File: config.mk
export PLATFORM = sky130hd
export DESIGN_NAME = split_func_decoder
export DESIGN_NICKNAME = d
export VERILOG_FILES = /design/src/rtl/split_func_pkg.sv /design/src/rtl/split_func_dec_check.sv /design/src/rtl/split_func_decoder.sv
export SDC_FILE = /design/constraint.sdc
export NUM_CORES = 1
export LEC_CHECK = 0
export ABC_AREA = 0
export CAP_MARGIN = 40
export CORE_AREA = 2 2 58 66
export CTS_CLUSTER_DIAMETER = 200
export DETAILED_ROUTE_END_ITERATION = 8
export DIE_AREA = 0 0 60 68
export PLACE_DENSITY = 0.78
export SYNTH_ARGS = -nofsm -noshare
export SYNTH_HDL_FRONTEND = slang
export SYNTH_SLANG_ARGS = --single-unit
File: constraint.sdc
create_clock -name clk -period 2.3 [get_ports clk]
set_input_delay 0.23 -clock clk [delete_from_list [all_inputs] [get_ports clk]]
set_output_delay 0.23 -clock clk [all_outputs]
set_load 0.01 [all_outputs]
File: src/rtl/split_func_pkg.sv
// -----------------------------------------------------------------------------
// split_func_pkg
//
// Shared definitions for the split-function encoder/decoder pair.
//
// The encoder turns one data byte d into two byte streams of equal latency:
//     a = d + OFFSET_A
//     b = (d > THRESH) ? d + OFFSET_HI : d + OFFSET_LO
// with all arithmetic modulo 256.
//
// Contents:
//     DEFAULT_*            default offsets and threshold of the encoding
//     split_dec_state_t    lock state of the receive-side decoder
//     encode_a / encode_b  encoding helpers shared by encoder and decoder
// -----------------------------------------------------------------------------
package split_func_pkg;

    localparam int DEFAULT_OFFSET_A  = 5;
    localparam int DEFAULT_OFFSET_LO = 1;
    localparam int DEFAULT_OFFSET_HI = 15;
    localparam int DEFAULT_THRESH    = 50;

    typedef enum logic {
        SEARCH = 1'b0,
        LOCKED = 1'b1
    } split_dec_state_t;

    // Stream a is a plain 8-bit offset of the data byte.
    function automatic logic [7:0] encode_a(
        input logic [7:0] d,
        input logic [7:0] off_a
    );
        return d + off_a;
    endfunction

    // Stream b picks its offset from an unsigned compare of the data byte
    // itself (never of the already-offset stream a value).
    function automatic logic [7:0] encode_b(
        input logic [7:0] d,
        input logic [7:0] thresh,
        input logic [7:0] off_lo,
        input logic [7:0] off_hi
    );
        logic [7:0] result;
        if (d > thresh) begin
            result = d + off_hi;
        end else begin
            result = d + off_lo;
        end
        return result;
    endfunction

endpackage

File: src/rtl/split_func_dec_check.sv
// -----------------------------------------------------------------------------
// split_func_dec_check
//
// Purely combinational consistency check for one split-function sample.
// Recovers d from stream a, re-encodes it for stream b and compares with the
// received stream b byte. Also reused by the encoder's loopback checker.
//
// Ports:
//     enc_a  in   8   encoded stream a
//     enc_b  in   8   encoded stream b
//     d      out  8   recovered data byte (enc_a - OFFSET_A, mod 256)
//     ok     out  1   enc_b matches the re-encoded value of d
// -----------------------------------------------------------------------------
module split_func_dec_check
    import split_func_pkg::*;
#(
    parameter int OFFSET_A  = DEFAULT_OFFSET_A,
    parameter int OFFSET_LO = DEFAULT_OFFSET_LO,
    parameter int OFFSET_HI = DEFAULT_OFFSET_HI,
    parameter int THRESH    = DEFAULT_THRESH
) (
    input  logic [7:0] enc_a,
    input  logic [7:0] enc_b,
    output logic [7:0] d,
    output logic       ok
);

    localparam logic [7:0] OFF_A_8  = 8'(OFFSET_A);
    localparam logic [7:0] OFF_LO_8 = 8'(OFFSET_LO);
    localparam logic [7:0] OFF_HI_8 = 8'(OFFSET_HI);
    localparam logic [7:0] THRESH_8 = 8'(THRESH);

    logic [7:0] exp_b;

    // Subtraction wraps modulo 256, undoing the encoder's wrapping add.
    assign d     = enc_a - OFF_A_8;
    assign exp_b = encode_b(d, THRESH_8, OFF_LO_8, OFF_HI_8);
    assign ok    = (enc_b == exp_b);

endmodule

File: src/rtl/split_func_decoder.sv
// -----------------------------------------------------------------------------
// split_func_decoder
//
// Receive side of the split-function link. Each valid sample is checked for
// consistency between streams a and b. A lock FSM (SEARCH/LOCKED) decides when
// decoded data may be trusted, and a saturating counter tallies every
// mismatching sample for the link-monitor CSR.
//
// Ports:
//     clk        in   1      rising-edge clock
//     reset      in   1      asynchronous, active-high reset
//     in_valid   in   1      enc_a/enc_b carry a sample this cycle
//     enc_a      in   8      encoded stream a
//     enc_b      in   8      encoded stream b
//     out_valid  out  1      one-cycle pulse: data_out holds a verified sample
//     data_out   out  8      decoded data, held between pulses
//     locked     out  1      FSM is in LOCKED
//     err_count  out  ERR_W  saturating total mismatch count
// -----------------------------------------------------------------------------
module split_func_decoder
    import split_func_pkg::*;
#(
    parameter int OFFSET_A   = DEFAULT_OFFSET_A,
    parameter int OFFSET_LO  = DEFAULT_OFFSET_LO,
    parameter int OFFSET_HI  = DEFAULT_OFFSET_HI,
    parameter int THRESH     = DEFAULT_THRESH,
    parameter int LOCK_CNT   = 4,
    parameter int UNLOCK_CNT = 2,
    parameter int ERR_W      = 8
) (
    input  logic             clk,
    input  logic             reset,
    input  logic             in_valid,
    input  logic [7:0]       enc_a,
    input  logic [7:0]       enc_b,
    output logic             out_valid,
    output logic [7:0]       data_out,
    output logic             locked,
    output logic [ERR_W-1:0] err_count
);

    // Counters are wide enough to hold their target value itself, so the
    // incremented value can be compared against the target without overflow.
    localparam int GOOD_W = $clog2(LOCK_CNT + 1);
    localparam int BAD_W  = $clog2(UNLOCK_CNT + 1);

    localparam logic [GOOD_W-1:0] LOCK_TGT   = GOOD_W'(LOCK_CNT);
    localparam logic [BAD_W-1:0]  UNLOCK_TGT = BAD_W'(UNLOCK_CNT);
    localparam logic [ERR_W-1:0]  ERR_MAX    = '1;

    logic [7:0]        d;
    logic              ok;

    split_dec_state_t  state;
    split_dec_state_t  state_next;
    logic [GOOD_W-1:0] good_cnt;
    logic [GOOD_W-1:0] good_cnt_next;
    logic [GOOD_W-1:0] good_inc;
    logic [BAD_W-1:0]  bad_cnt;
    logic [BAD_W-1:0]  bad_cnt_next;
    logic [BAD_W-1:0]  bad_inc;

    logic              emit;
    logic              out_valid_next;
    logic [7:0]        data_out_next;
    logic [ERR_W-1:0]  err_count_next;

    split_func_dec_check #(
        .OFFSET_A  (OFFSET_A),
        .OFFSET_LO (OFFSET_LO),
        .OFFSET_HI (OFFSET_HI),
        .THRESH    (THRESH)
    ) u_check (
        .enc_a (enc_a),
        .enc_b (enc_b),
        .d     (d),
        .ok    (ok)
    );

    assign good_inc = good_cnt + 1'b1;
    assign bad_inc  = bad_cnt + 1'b1;

    // State register. locked is registered from the next state so that it
    // changes on the very edge that performs the transition.
    always_ff @(posedge clk or posedge reset) begin
        if (reset) begin
            state    <= SEARCH;
            good_cnt <= '0;
            bad_cnt  <= '0;
            locked   <= 1'b0;
        end else begin
            state    <= state_next;
            good_cnt <= good_cnt_next;
            bad_cnt  <= bad_cnt_next;
            locked   <= (state_next == LOCKED);
        end
    end

    // Next-state logic. Samples without in_valid leave every counter alone,
    // so gaps in the stream neither help nor hurt lock acquisition. Both
    // counters are cleared on every transition so each state starts fresh.
    always_comb begin
        state_next    = state;
        good_cnt_next = good_cnt;
        bad_cnt_next  = bad_cnt;
        if (in_valid) begin
            case (state)
                SEARCH: begin
                    if (ok) begin
                        if (good_inc == LOCK_TGT) begin
                            state_next    = LOCKED;
                            good_cnt_next = '0;
                            bad_cnt_next  = '0;
                        end else begin
                            good_cnt_next = good_inc;
                        end
                    end else begin
                        good_cnt_next = '0;
                    end
                end
                LOCKED: begin
                    if (ok) begin
                        bad_cnt_next = '0;
                    end else if (bad_inc == UNLOCK_TGT) begin
                        state_next    = SEARCH;
                        good_cnt_next = '0;
                        bad_cnt_next  = '0;
                    end else begin
                        bad_cnt_next = bad_inc;
                    end
                end
                default: begin
                    state_next    = SEARCH;
                    good_cnt_next = '0;
                    bad_cnt_next  = '0;
                end
            endcase
        end
    end

    // Output logic. Only a consistent sample seen while already LOCKED is
    // released, so the sample that completes lock is never emitted. The
    // mismatch counter runs in both states and sticks at its maximum.
    always_comb begin
        emit           = in_valid && ok && (state == LOCKED);
        out_valid_next = emit;
        data_out_next  = emit ? d : data_out;
        err_count_next = err_count;
        if (in_valid && !ok && (err_count != ERR_MAX)) begin
            err_count_next = err_count + 1'b1;
        end
    end

    // Output registers, giving one cycle of latency from sample to output.
    always_ff @(posedge clk or posedge reset) begin
        if (reset) begin
            out_valid <= 1'b0;
            data_out  <= '0;
            err_count <= '0;
        end else begin
            out_valid <= out_valid_next;
            data_out  <= data_out_next;
            err_count <= err_count_next;
        end
    end

endmodule

==> reports/qor.yml <==
cells_and_area:
  nets: 271
  n_antenna_cell: 0
  drive_above_1_share_pct: 42.8
  final_area_um2: 2690
  syn2layout_area_growth_pct: 63.4
floorplan:
  start_util_pct: 47.3
  row_count: 23
  die_w_um: 60
  core_um2: 3480
  boundaryPins: 37
  die_h_um: 68
  dieArea_um2: 4080
clock_network:
  clk_pin_slew_worst_paths_ns: 0.08
  cts_tree: "built"
  root_buffer: "clkbuf_8"
  cts_num_sinks: 23
  cts_made_buffers: 3
  htree_levels: 1
  hold_buffers: 0
  cts.path.max_buffers: 2
  clk_latency_ns: 0.28
worst_setup_path:
  cp-end-kind: "flop"
  cp-start-kind: "input port"
  path_class: "input port to flop"
  crit_arrival_ns: 3.67
  crit_path_max_fanout: 5
  cp.required_ns: 2.49
timing:
  tightestPinTransition_ns: 0.423
  period_share_pct: 152
  fin_skew_ns: 0.0113
  finalSetupTns_ns: -24.66
  finalHoldViolations: 0
  fin_crit_ns: 3.48
  rsz0062_at_grt: "true"
  setup_viol: 23
  fin_ws_ns: -1.18
  fmax_mhz: 287
  slew_headroom_pct: 71.8
  drv_slew: 0
route:
  drt-initial-drc-count: 80
  drtPass1Iterations: 4
  antenna_left: 0
  viasPerCell: 5.48
  post-route-drc-count: 0
  wire_per_inst_um: 16.0
  finalWirelength_mm: 4.68
  via_count: 1606
global_route:
  antenna_found_initial: 0
  grt-ovfl-total: 0
  grt_use_total_pct: 21.6
  grt_pass1_wl_mm: 6.62
  grt_max_degree: 14
  grt_pass1_vias: 1548
power_and_ir_drop:
  p_leak_nw: 1.17
  seqPwrFrac_pct: 36.8
  clockPowerShare_pct: 17.8
  switching_power_uw: 498
  ir_drop_uv: 272
  internal-power_uw: 980
  p_comb_share_pct: 45.5
  power.density_nw_per_um2: 550
  p_sw_share_pct: 33.7
synth:
  synthCells: 165
  yosysUniqueCellTypes: 50
  synth_area_um2: 1650
  ys_seq_area_share_pct: 35.0
  synth_warnings: 0
  synth-edff-count: 0
  ys_ff_latch: 23
  syn_area_per_cell_um2: 9.97
  async_flop_share_pct: 100
  synth_flop_cell: "dfrtp_1"
  synth_nets: 192
run_status:
  status: "finished with violations"
  violations: "negative setup slack"
placed_design:
  place_area_um2: 2380
  io_buffers: 36
  post-dp-hpwl_mm: 3.37
  gp_congestion: 0.912
hold_path:
  hold_class: "input port to async pin"
job:
  maxCapViolations: 0
## stage by stage
stage / total power [mW] / hold slack [ns] / std cells / utilization (%) / setup slack [ns]
floorplan: 0.838 / 0.232 / 165 / - / -1.04
global placement: 1.11 / 0.474 / 280 / 68.2 / -1.66
detailed placement: 1.13 / 0.478 / 280 / 68.2 / -1.83
CTS: 1.41 / 0.266 / 288 / 73.2 / -1.19
global route: 1.54 / 0.305 / 293 / 77.2 / -1.28
finish: 1.48 / 0.256 / 293 / 77.2 / -1.18
## cell usage in the layout (no fill, tap or decap), drive strengths merged, types with 3 or more instances in the layout
cell type      count
nand4              4
inv                9
mux2i              3
ha                 8
nor2b              3
or3                4
and2               3
dfrtp             23
clkbuf             5
nand2             10
buf               47
a21oi              6
and3               5
mux2               4
nor2               3
xnor2             15
o21ai             18
nand3              4
xor2               6
o211ai             3
clkdlybuf4s50     30
## path summary, 6_finish.rpt
path | end | startpoint | depth (start not counted) | slack [ns]
min in group clk | data_out[0] | enc_a[0] | 5 | 0.46
setup / recovery | good_cnt[1] | enc_a[1] | 17 | -1.18
hold / removal | good_cnt[2] | reset | 2 | 0.26
setup reg to reg | good_cnt[0] | good_cnt[0] | 6 | 0.47
max in group asynchronous | data_out[4] | reset | 3 | 1.53
hold reg to reg | err_count[6] | err_count[6] | 1 | 0.50
## flip-flops by register name (all words and copies together), names as in the netlist
signal and cells:
good_cnt 3, data_out 8, state 1, bad_cnt 2, out_valid 1, err_count 8
## synth_stat cells, types with 2 or more instances
cell,count,area [um2]
dfrtp_1,23,576
o21ai_0,18,90.1
xnor2_1,14,123
nand2_1,10,37.5
inv_1,9,33.8
ha_1,8,100
a21oi_1,6,30.0
and3_1,5,31.3
nand3_1,4,20.0
xor2_1,4,35.0
and2_1,3,18.8
mux2_4,3,45.0
mux2i_1,3,30.0
nand4_1,3,18.8
nor2_1,3,11.3
nor2b_1,3,18.8
o211ai_1,3,22.5
or3_1,3,18.8
a22oi_1,2,15.0
a31o_2,2,17.5
buf_6,2,22.5
clkbuf_1,2,7.51
o221ai_1,2,17.5
or2_1,2,12.5
or4b_1,2,20.0
xor2_2,2,32.5
## critical path, stage by stage
cell and delay, ns:
buf_6 0.09, buf_6 0.11, o21a_4 0.23, xnor2_4 0.13, or3_4 0.33, a211o_4 0.38, ha_4 0.28, nor2b_4 0.14
o211ai_1 0.12, a22oi_2 0.20, and2_4 0.19, nor4b_4 0.23, a31o_2 0.17, nand4_4 0.11, buf_6 0.17, or4b_1 0.48
o221ai_2 0.08
## repair_timing
| item | in CTS | in global routing |
|---|---|---|
| setup buffers | 4 | 6 |
| cloned | 0 | 0 |
| endpoints found under the setup margin | 23 | 23 |
| pin swaps | 24 | 21 |
| gates resized for setup | 50 | 31 |
## kinds of logic (layout without fill, tap and decap cells)
group | Yosys count | in the layout | share of synthesized area [%]
AO/OA/AOI/OAI | 42 | 42 | 17.2
buffers and inverters | 14 | 92 | 4.18
AND/OR/NAND/NOR | 50 | 50 | 19.8
flip-flops | 23 | 23 | 35.0
XOR/XNOR | 21 | 21 | 12.5
adder cells (fa/ha/maj) | 8 | 8 | 6.08
multiplexers | 7 | 7 | 5.25
## power by group through the flow
stage               combinational (mW)  sequential (mW)  clock [mW]
global placement                 0.567            0.540           0
global route                     0.716            0.552       0.275
floorplan                        0.280            0.558           0
CTS                              0.613            0.536       0.260
finish                           0.672            0.543       0.263
detailed placement               0.590            0.543           0
## cell type report
type                       instances  area (um2)
fill                             219         793
clock inverter                     1        5.00
timing repair buffer              79         707
inverter                           9        36.3
tap                               50        62.6
clock buffer                       3        41.3
sequential                        23         576
multi-input combinational        128        1260
## per-layer routing
metal  part of all wire [%]  global-route usage [%]  vias to the layer above
met4                    3.2                    7.78                        0
met1                     37                    22.4                      777
met3                    3.1                    2.27                       17
met5                      0                       0                        -
met2                     57                    43.3                       50
li1                       -                       -                      762
Power figures use the tool's default switching activity.
